File: src/rtl/xor_stream_parity.sv
// xor_stream_parity: accumulates the bitwise XOR of a word stream over a frame
// delimited by in_last. One result per frame: the XOR word, its parity bit
// and a saturating beat count, handed off over a valid/ready handshake.
//
// Optional build macro XOR_STREAM_CHECK_EN adds in_exp_par / out_err, which
// flag a mismatch between the computed frame parity and an expected parity
// supplied with the last beat.
//
// state | meaning
// ------+--------------------------------------------------------------
// ACCUM | accepting words, folding them into acc and counting beats
// HOLD  | frame result presented on out_*, input stalled until consumed
module xor_stream_parity #(
  parameter int DATA_W = 8,
  parameter int CNT_W  = 8
) (
  input  logic              clk,
  input  logic              rst,
  input  logic              in_valid,
  output logic              in_ready,
  input  logic [DATA_W-1:0] in_data,
  input  logic              in_last,
`ifdef XOR_STREAM_CHECK_EN
  input  logic              in_exp_par,
  output logic              out_err,
`endif
  output logic              out_valid,
  input  logic              out_ready,
  output logic [DATA_W-1:0] out_word,
  output logic              out_bit,
  output logic [CNT_W-1:0]  out_beats
);

  typedef enum logic {ACCUM, HOLD} state_t;

  state_t            state;
  logic [DATA_W-1:0] acc;
  logic [CNT_W-1:0]  cnt;
  logic [DATA_W-1:0] acc_next;
  logic [CNT_W-1:0]  cnt_next;
  logic              beat_acc;

  // in_ready depends only on registered state, so out_ready never reaches it
  assign in_ready = (state == ACCUM);

  // next accumulator value and saturating beat count for an accepted beat
  always_comb begin
    beat_acc = in_valid && in_ready;
    acc_next = acc ^ in_data;
    cnt_next = (cnt == {CNT_W{1'b1}}) ? cnt : cnt + CNT_W'(1);
  end

  // frame FSM with registered result outputs
  always_ff @(posedge clk) begin
    if (rst) begin
      state     <= ACCUM;
      acc       <= '0;
      cnt       <= '0;
      out_valid <= 1'b0;
      out_word  <= '0;
      out_bit   <= 1'b0;
      out_beats <= '0;
`ifdef XOR_STREAM_CHECK_EN
      out_err   <= 1'b0;
`endif
    end else begin
      case (state)
        ACCUM: begin
          if (beat_acc) begin
            if (in_last) begin
              out_word  <= acc_next;
              out_bit   <= ^acc_next;
              out_beats <= cnt_next;
`ifdef XOR_STREAM_CHECK_EN
              out_err   <= (^acc_next) ^ in_exp_par;
`endif
              out_valid <= 1'b1;
              acc       <= '0;
              cnt       <= '0;
              state     <= HOLD;
            end else begin
              acc <= acc_next;
              cnt <= cnt_next;
            end
          end
        end
        HOLD: begin
          // result fields keep their values after the handshake; only valid drops
          if (out_ready) begin
            out_valid <= 1'b0;
            state     <= ACCUM;
          end
        end
        default: state <= ACCUM;
      endcase
    end
  end

endmodule
File: config.mk
export PLATFORM = sky130hd
export DESIGN_NAME = xor_stream_parity
export DESIGN_NICKNAME = d
export VERILOG_FILES = /design/src/rtl/xor_stream_parity.sv
export SDC_FILE = /design/constraint.sdc
export NUM_CORES = 1
export LEC_CHECK = 0
export CORE_UTILIZATION = 53
export CTS_BUF_LIST = sky130_fd_sc_hd__clkbuf_8
export DETAILED_ROUTE_END_ITERATION = 10
export GPL_ROUTABILITY_DRIVEN = 0
export GPL_TIMING_DRIVEN = 0
export PLACE_DENSITY = 0.89
export SLEW_MARGIN = 20
export SYNTH_ARGS = -nofsm -noshare
export SYNTH_HDL_FRONTEND = slang
export SYNTH_SLANG_ARGS = --single-unit
File: constraint.sdc
create_clock -name clk -period 2.08 [get_ports clk]
set_clock_uncertainty 0.2 [all_clocks]
set_input_delay 0.312 -clock clk [delete_from_list [all_inputs] [get_ports clk]]
set_output_delay 0.312 -clock clk [all_outputs]
set_load 0.01 [all_outputs]
Word level (Yosys, flattened, before mapping)
Cells that the tools add are included.
{"block": "word_totals", "output_inout_bits": 19, "input_bits": 13, "ff_bits": 35, "wordCells": 30}
{"block": "classes", "n_eq_ne": 4, "addsub": 1, "muxes": 11, "n_reduce_logical": 5, "n_bitwise": 2}
{"cell": "two-way mux 8 bit", "count": 3}
{"cell": "adder 8 x 1 -> 8 bit (second input constant)", "count": 1}
{"cell": "== test 8 bit (second input constant)", "count": 1}
{"cell": "XOR reduction 8 bit", "count": 1}
{"cell": "bitwise XOR 8 bit", "count": 1}
{"cell": "two-way mux 1 bit", "count": 6}
{"cell": "AND reduction 3 bit", "count": 2}
{"cell": "inequality test 2 x 1 -> 1 bit (second input constant)", "count": 2}
{"cell": "case mux 1 bit (2 select lines)", "count": 2}
{"cell": "inequality test 2 bit (second input constant)", "count": 1}
{"cell": "AND reduction 2 bit", "count": 1}
{"cell": "logical AND 1 bit", "count": 1}
{"cell": "inverter 1 bit", "count": 1}

Depth between registers and ports, before layout
{"block": "logic_depth", "word_depth": 4, "ltp_mapped": 6, "mapped_depth_nobuf": 6}

Least setup slack after synthesis
Ideal clock, no wire load.
{"block": "synth_path", "path_type": "reg2reg", "start": "reg cnt[0]", "end": "reg cnt[3]", "n_path_buf": 0, "stages_incl_launch_ff": 7, "slack_ns": 0.340, "t_arrival_ns": 1.470, "period_less_slack_ns": 1.740, "path_cell_list": "dfxtp_1 -> ha_1 -> and2_1 -> nand4_4 -> nand2_1 -> or4_1 -> a21oi_1"}
{"block": "synth_between", "elab_chain_len": 3, "elab_cells_between_ends": 4}
{"element": "start, declared", "line_no": "38", "text": "logic [CNT_W-1:0] cnt;"}
{"element": "start signal, assigned", "line_no": "83", "text": "cnt <= cnt_next;"}
{"element": "adder 8 x 1 -> 8 bit / == test 8 bit (equally long branches)", "line_no": "50", "text": "cnt_next = (cnt == {CNT_W{1'b1}}) ? cnt : cnt + CNT_W'(1);"}
{"element": "two-way mux 8 bit *", "line_no": "50"}
{"element": "two-way mux 8 bit *", "line_no": "70", "text": "if (in_last) begin"}
Mark *: on every way between the ends. The rest lies on a longest branch, timed or not.
A chain may end at the register's enable or synchronous reset.

Final worst setup path
{"block": "layout_path", "start": "in in_valid", "end": "reg out_word[2]"}
{"block": "layout_between", "elab_chain_len": 2}
{"element": "start, declared", "line_no": "19", "text": "input logic in_valid,"}
{"element": "logical AND 1 bit", "line_no": "48", "text": "beat_acc = in_valid && in_ready;"}
{"element": "AND reduction 3 bit (no line)"}
{"element": "end signal, assigned", "line_no": "71", "text": "out_word <= acc_next;"}
{"element": "end, declared", "line_no": "29", "text": "output logic [DATA_W-1:0] out_word,"}
Every way passes these cells.

==> results.txt <==
status: complete, but fails checks
failing checks: DRC
Fillers: 227
vias in the first global route: 1251
Synth cell types: 30
post-synthesis adder-cell area fraction: 0.774%
Slew headroom: 67.0%
simple-gate portion of the synthesized area: 21.0%
CTS H-tree depth: 2
RSZ-0062 raised after global routing: false
die span in y: 57.2 um
Area growth syn-to-layout: 24.9%
Post-Route WL: 3290 um
Synth area leader: dfxtp_1
syn nets: 204
CTS Buffer Depth: 2
ant diodes: 0
Clock Pin Slew Worst Setup and Hold Paths: 60 ps
highest clock rate: 518 MHz
worst flop-to-flop path startpoint: cnt[0]
die width: 57.2 um
pre-CTS setup slack: -162 ps
Avg Inst Size Synth: 8.51 sq um
Worst R2R End: cnt[3]
clock sink count: 35
vias: 1438
CTS tree: done
Switch Pwr: 0.354 mW
Seq cells post-synth: 35
Crit path arrival time: 1930 ps
postcts setup bufs: 0
Tcrit/Tclk final: 92.7%
Final Hold Violating Endpoints: 0
Synth Warn #: 0
Overall Power: 1.39 mW
Tot GR Track Use: 22.3%
CP max FO: 10
CP startpoint: in_valid
worst setup margin: 151 ps
grt ovf: 0
input/output buffers: 29
R2R cell count: 6
combinational share of power: 17.3%
vias per inst: 5.62
full die area: 3270 sq um
Final Setup Violations: 0
Critical Path RT: 2080 ps
Peak VDD IR: 449 uV
Wirelength per Cell: 12.9 um
Worst-Skew Late Latency: 280 ps
Core Region: 2830 sq um
Reg power frac: 51.5%
P_int: 1.04 mW
TritonCTS Buffers: 5
DRC: 4
largest net degree at the start of global routing: 11
Antenna Violating Nets Remaining: 0
nets@finish: 240
startpoint types: input pin
initial antenna violation count: 0
largest family of logic cells by synthesized area: simple AND/OR/NAND/NOR gates
first-pass GRT wire length: 5500 um
max-cap violation count: 0
Final Critical Period: 1930 ps
share of the synthesized area in the top cell type: 43.3%
sw frac: 25.4%
max-slew violation count: 0
Synth area leaders: dfxtp_1 (43%), xnor2_1 (8.1%), nor2_1 (7.0%)
Worst-Margin Slew: 495 ps
row cnt: 19
crit path capture type: flop
Clk pwr share: 31.2%
dpl cell area: 1950 sq um
dpl hpwl: 2360 um
reg2reg setup slack: 190 ps
Post-Layout Cell Count: 256
area fraction in compound gates after synthesis: 20.2%
critical path type: input pin to flop
Cell Area, Synth: 1620 sq um
Initial Utilization: 57.1%
xor/xnor share of the synthesized area: 9.75%
post_cts resized: 0
# hold bufs at CTS: 0
IO Pins: 32
Detailed Routing Iterations Pass 1: 8
sequential area share after synthesis: 43.3%
DR iter-0 viols: 50
post-synthesis mux area share: 1.32%
capture point of the worst path: out_word[2]
Core Util, Final: 71.4%
Hold Crit Class: input pin to flop
final instance area: 2020 sq um
share of layout cells above drive strength 1: 5.33%
cells after synthesis: 190
Post-Place Cells: 250
power density over cell area: 689 nW/um^2
Root Driver: clkbuf_8
Static Leakage: 0.707 nW
==> kinds of logic after synthesis <==
family / after synthesis
flip-flops: 35
multiplexers: 2
AND/OR/NAND/NOR: 68
adder cells (fa/ha/maj): 1
buffers and inverters: 13
XOR/XNOR: 18
AO/OA/AOI/OAI: 53
==> area by class of cell <==
class	instances	area [sq um]	share of cell area, %
Tap cell	31	38.8	1.92
Clock buffer	5	68.8	3.41
Buffer	12	56.3	2.79
Sequential cell	35	701	34.7
Inverter	1	3.75	0.186
Clock inverter	1	3.75	0.186
Timing Repair Buffer	29	290	14.4
Multi-Input combinational cell	142	857	42.4
==> layer usage <==
metal | wire length [um] | part of all wire, % | vias to the layer above | track usage, %
li1 | - | - | 730 | -
met1 | 1530 | 46 | 665 | 28.5
met2 | 1580 | 48 | 35 | 34.3
met3 | 135 | 4.1 | 8 | 5.67
met4 | 52 | 1.6 | 0 | 12.5
met5 | 0 | 0 | - | 0
==> metrics by stage <==
stage               TNS, ps  hold WS (ps)
global route              0           251
global placement      -1420           243
detailed placement    -2340           255
CTS                       0           226
floorplan                 0           270
finish                    0           221
==> critical path, cell delays in order <==
cell and delay, ps:
clkdlybuf4s50_1 470, nor2b_1 250, and2_1 160, buf_2 200, buf_2 260, nor2_1 70
a211oi_1 210
==> flip-flops by register name, indices dropped and copies added, names as in the netlist <==
signal / flops
out_bit: 1
out_word: 8
state: 1
out_beats: 8
cnt: 8
acc: 8
out_valid: 1
==> cells in the mapped netlist, drive strengths merged <==
master  instances
buf             5
and3b           1
nand3           1
nand2b          2
xor2            3
nand2          15
nand4           1
inv             1
or4             2
a211oi         12
mux2i           1
dfxtp          35
mux2            1
xnor2          15
and2            2
a32oi           1
nor2b           2
and3            2
a21oi          22
nor3            2
a31oi           4
ha              1
nand3b          8
o21ai          11
a22oi           3
clkbuf          7
nor2           30
==> power groups by stage <==
stage / clock, mW / sequential, mW / combinational [mW]
after global routing: 0.468 / 0.720 / 0.261
after detailed placement: 0 / 0.732 / 0.238
after floorplan: 0 / 0.740 / 0.136
after global placement: 0 / 0.731 / 0.233
final: 0.434 / 0.717 / 0.240
after CTS: 0.442 / 0.718 / 0.240
==> placed cells by master, fill, tap and decap left out, types with 2 or more instances in the layout <==
master,netlist,layout
a21oi_1,22,22
nand2b_1,2,2
nand2_1,15,15
xor2_1,3,3
xnor2_1,15,15
clkdlybuf4s50_1,0,29
a22oi_1,3,3
or4_1,2,2
nor3_1,2,2
o21ai_0,11,11
buf_2,2,2
nor2_1,30,30
clkbuf_8,0,5
inv_1,1,2
a31oi_1,3,3
dfxtp_1,35,35
and3_1,2,2
a211oi_1,12,12
and2_1,2,2
nand3b_1,8,8
clkbuf_1,7,7
nor2b_1,2,2
==> how the worst min path moves through the flow <==
stage                     cells past startpoint  slack [ps]         start      endpoint
after floorplan                               2         270        acc[0]        acc[0]
after global placement                        2         240     out_valid     out_valid
after detailed placement                      2         250  out_beats[0]  out_beats[0]
after CTS                                     2         230           rst  out_beats[1]
after global routing                          2         250           rst  out_beats[4]
final                                         2         220           rst  out_beats[4]
(Power assumes the default switching activity.)
